===== config.mk =====
export PLATFORM = sky130hd
export DESIGN_NAME = nibble_serial_adder_ctrl
export DESIGN_NICKNAME = d
export VERILOG_FILES = /design/src/rtl/nibble_serial_adder_ctrl.sv
export SDC_FILE = /design/constraint.sdc
export NUM_CORES = 1
export LEC_CHECK = 0
export CORE_AREA = 2 2 74 90
export CTS_BUF_LIST = sky130_fd_sc_hd__clkbuf_2 sky130_fd_sc_hd__clkbuf_4 sky130_fd_sc_hd__clkbuf_8
export CTS_CLUSTER_DIAMETER = 150
export DETAILED_ROUTE_END_ITERATION = 8
export DIE_AREA = 0 0 76 92
export PLACE_DENSITY = 0.66
export SYNTH_ARGS = -nofsm -noshare
export SYNTH_HDL_FRONTEND = slang
export SYNTH_SLANG_ARGS = --single-unit

===== constraint.sdc =====
create_clock -name Clk -period 3.6 [get_ports Clk]
set_clock_uncertainty 0.05 [all_clocks]
set_input_delay 0.72 -clock Clk [delete_from_list [all_inputs] [get_ports Clk]]
set_output_delay 0.72 -clock Clk [all_outputs]
set_load 0.01 [all_outputs]

===== src/rtl/nibble_serial_adder_ctrl.sv =====
// Multi-cycle add/subtract controller: one 4-bit ripple adder is reused to
// process WIDTH-bit operands one nibble per clock, least-significant first.

module adder4 (
   input  logic [3:0] i_a,
   input  logic [3:0] i_b,
   input  logic       i_c,
   output logic [3:0] o_s,
   output logic       o_c
);
   logic [4:0] w_c;

   always_comb begin
      w_c    = '0;
      o_s    = '0;
      w_c[0] = i_c;
      for (int unsigned i = 0; i < 4; i++) begin
         o_s[i]   = i_a[i] ^ i_b[i] ^ w_c[i];
         w_c[i+1] = (i_a[i] & i_b[i]) | (w_c[i] & (i_a[i] ^ i_b[i]));
      end
      o_c = w_c[4];
   end
endmodule

module nibble_serial_adder_ctrl #(
   parameter int WIDTH = 16
) (
   input  logic             Clk,
   input  logic             Reset_n,
   input  logic             Start,
   input  logic             Sub,
   input  logic [WIDTH-1:0] A,
   input  logic [WIDTH-1:0] B,
   output logic             Busy,
   output logic             Done,
   output logic [WIDTH-1:0] Sum,
   output logic             Cout,
   output logic             Overflow
);
   localparam int N  = WIDTH / 4;
   localparam int IW = (N > 1) ? $clog2(N) : 1;
   localparam logic [IW-1:0] LAST_IDX = IW'(N - 1);

   localparam logic [1:0] S_IDLE = 2'd0;
   localparam logic [1:0] S_RUN  = 2'd1;
   localparam logic [1:0] S_DONE = 2'd2;

   logic [1:0]       r_state;
   logic [WIDTH-1:0] r_a;
   logic [WIDTH-1:0] r_b;
   logic             r_carry;
   logic [IW-1:0]    r_idx;
   logic [WIDTH-1:0] r_sum;
   logic             r_cout;
   logic             r_ovf;

   logic [3:0]       w_na;
   logic [3:0]       w_nb;
   logic [3:0]       w_s;
   logic             w_co;

   assign w_na = r_a[{r_idx, 2'b00} +: 4];
   assign w_nb = r_b[{r_idx, 2'b00} +: 4];

   adder4 u_adder4 (
      .i_a (w_na),
      .i_b (w_nb),
      .i_c (r_carry),
      .o_s (w_s),
      .o_c (w_co)
   );

   // Subtraction is A + ~B + 1: B is inverted at capture and the +1 enters as the initial carry.
   always_ff @(posedge Clk or negedge Reset_n) begin
      if (!Reset_n) begin
         r_state <= S_IDLE;
         r_a     <= '0;
         r_b     <= '0;
         r_carry <= 1'b0;
         r_idx   <= '0;
         r_sum   <= '0;
         r_cout  <= 1'b0;
         r_ovf   <= 1'b0;
      end else begin
         case (r_state)
            S_IDLE: begin
               if (Start) begin
                  r_a     <= A;
                  r_b     <= Sub ? ~B : B;
                  r_carry <= Sub;
                  r_idx   <= '0;
                  r_state <= S_RUN;
               end
            end
            S_RUN: begin
               r_sum[{r_idx, 2'b00} +: 4] <= w_s;
               r_carry <= w_co;
               r_idx   <= r_idx + 1'b1;
               if (r_idx == LAST_IDX) begin
                  r_cout  <= w_co;
                  r_ovf   <= (r_a[WIDTH-1] == r_b[WIDTH-1]) && (w_s[3] != r_a[WIDTH-1]);
                  r_state <= S_DONE;
               end
            end
            S_DONE:  r_state <= S_IDLE;
            default: r_state <= S_IDLE;
         endcase
      end
   end

   assign Busy     = (r_state == S_RUN);
   assign Done     = (r_state == S_DONE);
   assign Sum      = r_sum;
   assign Cout     = r_cout;
   assign Overflow = r_ovf;
endmodule


==> results of run 1 <==
-- cells by family after synthesis --
kind of cell | share of synthesized area
DFF | 0.515
and+or+nand+nor | 0.0969
adders and majority gates | 0.0580
buffers and inverters | 0.0384
AOI/OAI and AO/OA | 0.0964
muxes | 0.143
xor gates and xnor gates | 0.0524
-- cells in the final DEF, fill, tap and decap left out, types with 4 or more instances in the layout --
cell type / Yosys / final
dfrtp_1: 55 / 55
clkdlybuf4s50_1: 0 / 54
nand2_1: 20 / 20
mux2_2: 17 / 17
a21oi_1: 17 / 17
xnor2_1: 16 / 16
nor2_1: 16 / 16
inv_1: 10 / 10
mux4_2: 8 / 8
o31ai_1: 6 / 6
o41ai_1: 6 / 6
ha_1: 6 / 6
clkbuf_8: 0 / 6
buf_4: 3 / 6
nand2b_1: 5 / 5
fa_1: 4 / 4
-- sequential cells by signal, indices dropped and copies added, names as in the netlist --
signal	flops
r_carry	1
Overflow	1
Sum	16
r_state	2
r_a	16
r_b	16
Cout	1
r_idx	2
-- metrics by stage --
stage	cells	setup slack, ns
global route	360	0.314
finish	360	0.504
CTS	360	0.478
floorplan	218	0.609
detailed placement	352	0.497
global placement	352	0.567
-- power groups by stage --
| stage | Sequential (mW) | Combinational [mW] | Clock (mW) |
|---|---|---|---|
| 3_3_place_gp | 1.12 | 1.54 | 0 |
| 6_report | 1.10 | 1.57 | 0.422 |
| 2_1_floorplan | 1.04 | 1.10 | 0 |
| 3_5_place_dp | 1.12 | 1.58 | 0 |
| 4_1_cts | 1.10 | 1.59 | 0.434 |
| 5_1_grt | 1.14 | 1.74 | 0.455 |
-- worst max-delay path, stage by stage (launching register included) --
cell and delay [ns]:
dfrtp_1 0.59, buf_4 0.22, mux4_2 0.50, inv_1 0.09, fa_1 0.16, inv_1 0.05, fa_1 0.38, fa_1 0.50
nand2b_1 0.10, o22ai_1 0.08, mux2_2 0.26
-- layout make-up --
type,count,area [um^2],share of cell area
Timing Repair Buffer,61,591,0.172
Clock inverter,2,35.0,0.0102
Sequential cell,55,1380,0.401
Inverter,10,37.5,0.0109
Multi-Input combinational cell,141,1200,0.350
Clock buffer,6,82.6,0.0241
Tap cell,85,106,0.0310
-- path summary, 6_finish.rpt --
kind	endpoint	slack (ns)	from
worst min-delay path	Sum[14]	0.38	Reset_n
min in group Clk	Sum[8]	0.43	Sum[8]
worst max register to register	Overflow	0.50	r_idx[0]
worst max-delay path	Overflow	0.50	r_idx[0]
max in group asynchronous	r_b[0]	2.32	Reset_n
worst min register to register	Sum[8]	0.43	Sum[8]
-- layer usage --
layer  vias up  part of all wire  global-route usage
li1        865                 -                   -
met1       904              0.40               0.205
met2        48              0.54               0.301
met3         5             0.040              0.0364
met4         0             0.011              0.0409
met5         -                 0                   0
==> results.json, run 1 <==
{
  "drtIter0Drc": 77,
  "syn_area_per_cell_um2": 12.3,
  "maxSlewHeadroom": 0.567,
  "die_area_um2": 6990,
  "firstDrtPassIters": 4,
  "initial_core_util": 0.431,
  "syn_inst": 218,
  "crit_required_ns": 3.75,
  "grt_usage": 0.167,
  "swShare": 0.389,
  "finalPower_mw": 3.09,
  "tns_ns": 0,
  "yosysTopAreaCell": "dfrtp_1",
  "final_util": 0.553,
  "critPathCaptureType": "flop",
  "cts_made_buffers": 5,
  "yosys-top-cells-count": "dfrtp_1, nand2_1, a21oi_1, mux2_2",
  "fmax_ghz": 0.323,
  "cts.htree.levels": 2,
  "post-cts-setup-buffers": 0,
  "switchingPower_mw": 1.20,
  "diodes": 0,
  "area_growth_pct": 28.3,
  "cts.sinks": 55,
  "grt-ovfl-total": 0,
  "combPwrFrac": 0.508,
  "grt_pass1_vias": 1887,
  "ant_nets": 0,
  "reg2reg_depth": 10,
  "power.leakage_nw": 1.42,
  "worst-path-max-fanout": 8,
  "cp.arrival_ns": 3.24,
  "p_seq_frac": 0.355,
  "placed_area_um2": 3310,
  "outcome": "finished clean",
  "grt_start_max_net_pins": 50,
  "drive_gt1_frac": 0.164,
  "hp-class": "input pin to async pin",
  "gp_congestion": 0.821,
  "via_per_inst": 5.06,
  "cts.root.buffer_cell": "clkbuf_8",
  "path_class": "flop to flop",
  "fill_cells": 564,
  "io_pins": 56,
  "die_w_um": 76,
  "internal_power_mw": 1.89,
  "maxCapViolCount": 0,
  "min_period_ns": 3.10,
  "syn_nets": 264,
  "drc": 0,
  "synth_most_common_cell": "dfrtp_1",
  "worstMarginPinSlew_ns": 0.649,
  "wl_um": 5180,
  "synth_edf_count": 0,
  "async_flop_share": 1.00,
  "nets": 320,
  "netlist-cell-type-count": 30,
  "dieHeight_um": 92,
  "coreArea_um2": 6210,
  "hpwlAfterDp_um": 3990,
  "design_area_um2": 3430,
  "ctsHoldBuffers": 0,
  "yosys-top-cells-area": "dfrtp_1, mux2_2, mux4_2",
  "wl_per_cell_um": 14.4,
  "peakVddDrop_v": 0.000397,
  "rows": 32,
  "ys_seq_elements": 55,
  "synth-seq-area-share": 0.515,
  "vias": 1822,
  "critPathLaunchType": "flop",
  "min_period_over_period": 0.860,
  "io_buffers": 55,
  "grt_pass1_wl_um": 9230,
  "cts_buffer_depth": 2,
  "yosysTopAreaCellShare": 0.515,
  "antenna_found_initial": 0,
  "ys_warn_count": 0,
  "rsz0062_at_grt": "no",
  "finalHoldViolations": 0,
  "cts_resized": 0,
  "whs_ns": 0.381,
  "clk_pin_slew_worst_paths_ns": 0.09,
  "slew_violations": 0,
  "cts_tree": "yes",
  "p_clk_frac": 0.137,
  "insertion_delay_ns": 0.31,
  "ys.flop_type": "dfrtp_1",
  "powerDensity_nw_per_um2": 900,
  "syn_area_um2": 2670,
  "setup_viol": 0
}
Power figures use the tool's default switching activity.
==> run 2, diff against run 1 <==
DONT_BUFFER_PORTS = 1   (was unset)
PLACE_DENSITY = 0.54   (was 0.66)
==> run 2 against run 1 <==
Register-to-register slack got worse by 0.02 ns. Utilization is 9.5 points lower. Final cell count fell by 16%. Global-route usage shrank 0.63 points. Die area unchanged. Via count decreased by 12%. Wire length about the same. Critical endpoint unchanged. Highest routed layer unchanged.
==> results.json, run 2 (synthesis results as in run 1) <==
{
  "critPathCaptureType": "flop",
  "dieHeight_um": 92,
  "cts.root.buffer_cell": "clkbuf_8",
  "drc": 0,
  "reg2reg_depth": 10,
  "crit_path_top_delay_cell": "dfrtp_1",
  "hpwlAfterDp_um": 3900,
  "diodes": 0,
  "mostFrequentLayoutCell": "dfrtp_1",
  "cts_buffer_depth": 2,
  "power.leakage_nw": 1.19,
  "cts_made_buffers": 5,
  "tns_ns": 0,
  "finalHoldViolations": 0,
  "crit_path_cell_trace": "mux4_2 > inv_1 > fa_1 > fa_1 > inv_1 > fa_1 > fa_1 > nand2b_1 > o22ai_1 > mux2_2",
  "max_stage_delay_ns": 0.60,
  "fill_cells": 591,
  "firstDrtPassIters": 4,
  "hp-class": "input pin to async pin",
  "maxCapViolCount": 0,
  "coreArea_um2": 6210,
  "placed_area_um2": 2750,
  "most-common-layout-cells": "dfrtp_1, nand2_1, mux2_2, a21oi_1",
  "grt-ovfl-total": 0,
  "cp.arrival_ns": 3.27,
  "drive_gt1_frac": 0.193,
  "io_pins": 56,
  "via_per_inst": 5.30,
  "critPathLaunch": "r_idx[0]",
  "endpoint": "Overflow",
  "grt_start_max_net_pins": 56,
  "slew_violations": 0,
  "vias": 1607,
  "ant_nets": 0,
  "antenna_found_initial": 0,
  "rsz0062_at_grt": "no",
  "rows": 32,
  "fmax_ghz": 0.321,
  "finalPower_mw": 2.82,
  "grt_pass1_wl_um": 8710,
  "finalWorstSetupSlack_ns": 0.480,
  "maxSlewHeadroom": 0.673,
  "worstMarginPinSlew_ns": 0.490,
  "seqCellArea_um2": 1380,
  "post-cts-setup-buffers": 0,
  "grt_pass1_vias": 1722,
  "r2r_setup_slack_ns": 0.48,
  "min_period_over_period": 0.867,
  "drtIter0Drc": 36,
  "cts_tree": "yes",
  "initial_core_util": 0.431,
  "io_buffers": 0,
  "min_period_ns": 3.12,
  "die_area_um2": 6990,
  "nets": 263,
  "crit_top_cell": "fa_1",
  "timing.rr.end": "Overflow",
  "cts_resized": 0,
  "design_area_um2": 2840,
  "powerDensity_nw_per_um2": 994,
  "critPathLaunchType": "flop",
  "grt_usage": 0.161,
  "setup_viol": 0,
  "path_class": "flop to flop",
  "outcome": "finished clean",
  "timing.rr.start": "r_idx[0]",
  "dp_slack_ns": 0.441,
  "cts.htree.levels": 2,
  "peakVddDrop_v": 0.000370,
  "wl_um": 5180,
  "wl_per_cell_um": 17.1,
  "die_w_um": 76,
  "area_growth_pct": 6.22,
  "multiInputGateArea_um2": 1200,
  "gp_congestion": 0.797,
  "insertion_delay_ns": 0.31,
  "ctsHoldBuffers": 0,
  "crit_required_ns": 3.75,
  "clk_pin_slew_worst_paths_ns": 0.10,
  "worst-path-max-fanout": 9,
  "cts.sinks": 55
}
[run 2: cell types whose count changed in the layout (fill, tap and decap cells not counted)]
cell and change:
clkbuf_4 +1, buf_4 -2, clkbuf_8 -1, clkinvlp_4 +1, bufinv_16 -1, buf_2 -1
clkdlybuf4s50_1 -54
[run 2: layout make-up]
type,count,area share
clock buffer,6,0.0269
clock inverter,2,0.00441
inverter,10,0.0132
multi-input combinational,141,0.423
sequential,55,0.485
tap,85,0.0374
timing repair buffer,4,0.0106
[run 2: worst min path at each step]
stage | startpoint | cells past startpoint | end | slack, ns
2_1_floorplan | Reset_n | 0 | Cout | 0.37
3_3_place_gp | Reset_n | 0 | Sum[12] | 0.38
3_5_place_dp | Reset_n | 0 | Sum[12] | 0.38
4_1_cts | Reset_n | 0 | r_b[8] | 0.03
5_1_grt | Reset_n | 0 | r_b[15] | 0.02
6_report | Reset_n | 0 | Sum[12] | 0.04
[run 2: per-stage QoR]
step | util | cells | hold WS, ns
2_1_floorplan | - | 218 | 0.374
4_1_cts | 0.458 | 303 | 0.0303
5_1_grt | 0.458 | 303 | 0.0202
6_report | 0.458 | 303 | 0.0405
3_3_place_gp | 0.443 | 295 | 0.376
3_5_place_dp | 0.443 | 295 | 0.376
[run 2: critical path, delay by kind of cell (launching register included)]
kind / cells / cell delay, ns
compound gates: 1 / 0.07
simple gates: 1 / 0.10
buf+inv: 2 / 0.14
fa+ha+maj: 4 / 1.23
flops: 1 / 0.60
mux: 2 / 0.81
[run 2: where the power goes]
group / internal (mW) / total, mW / switching (mW)
combinational: 0.624 / 1.34 / 0.713
sequential: 0.890 / 1.14 / 0.255
clock: 0.144 / 0.341 / 0.197
total: 1.66 / 2.82 / 1.16
[run 2: metal layers]
layer / GRT usage / routed length (um) / part of all wire / up-vias
li1: - / - / - / 763
met1: 0.188 / 2100 / 0.40 / 798
met2: 0.291 / 2790 / 0.54 / 40
met3: 0.0344 / 209 / 0.040 / 6
met4: 0.0591 / 80 / 0.015 / 0
met5: 0 / 0 / 0 / -
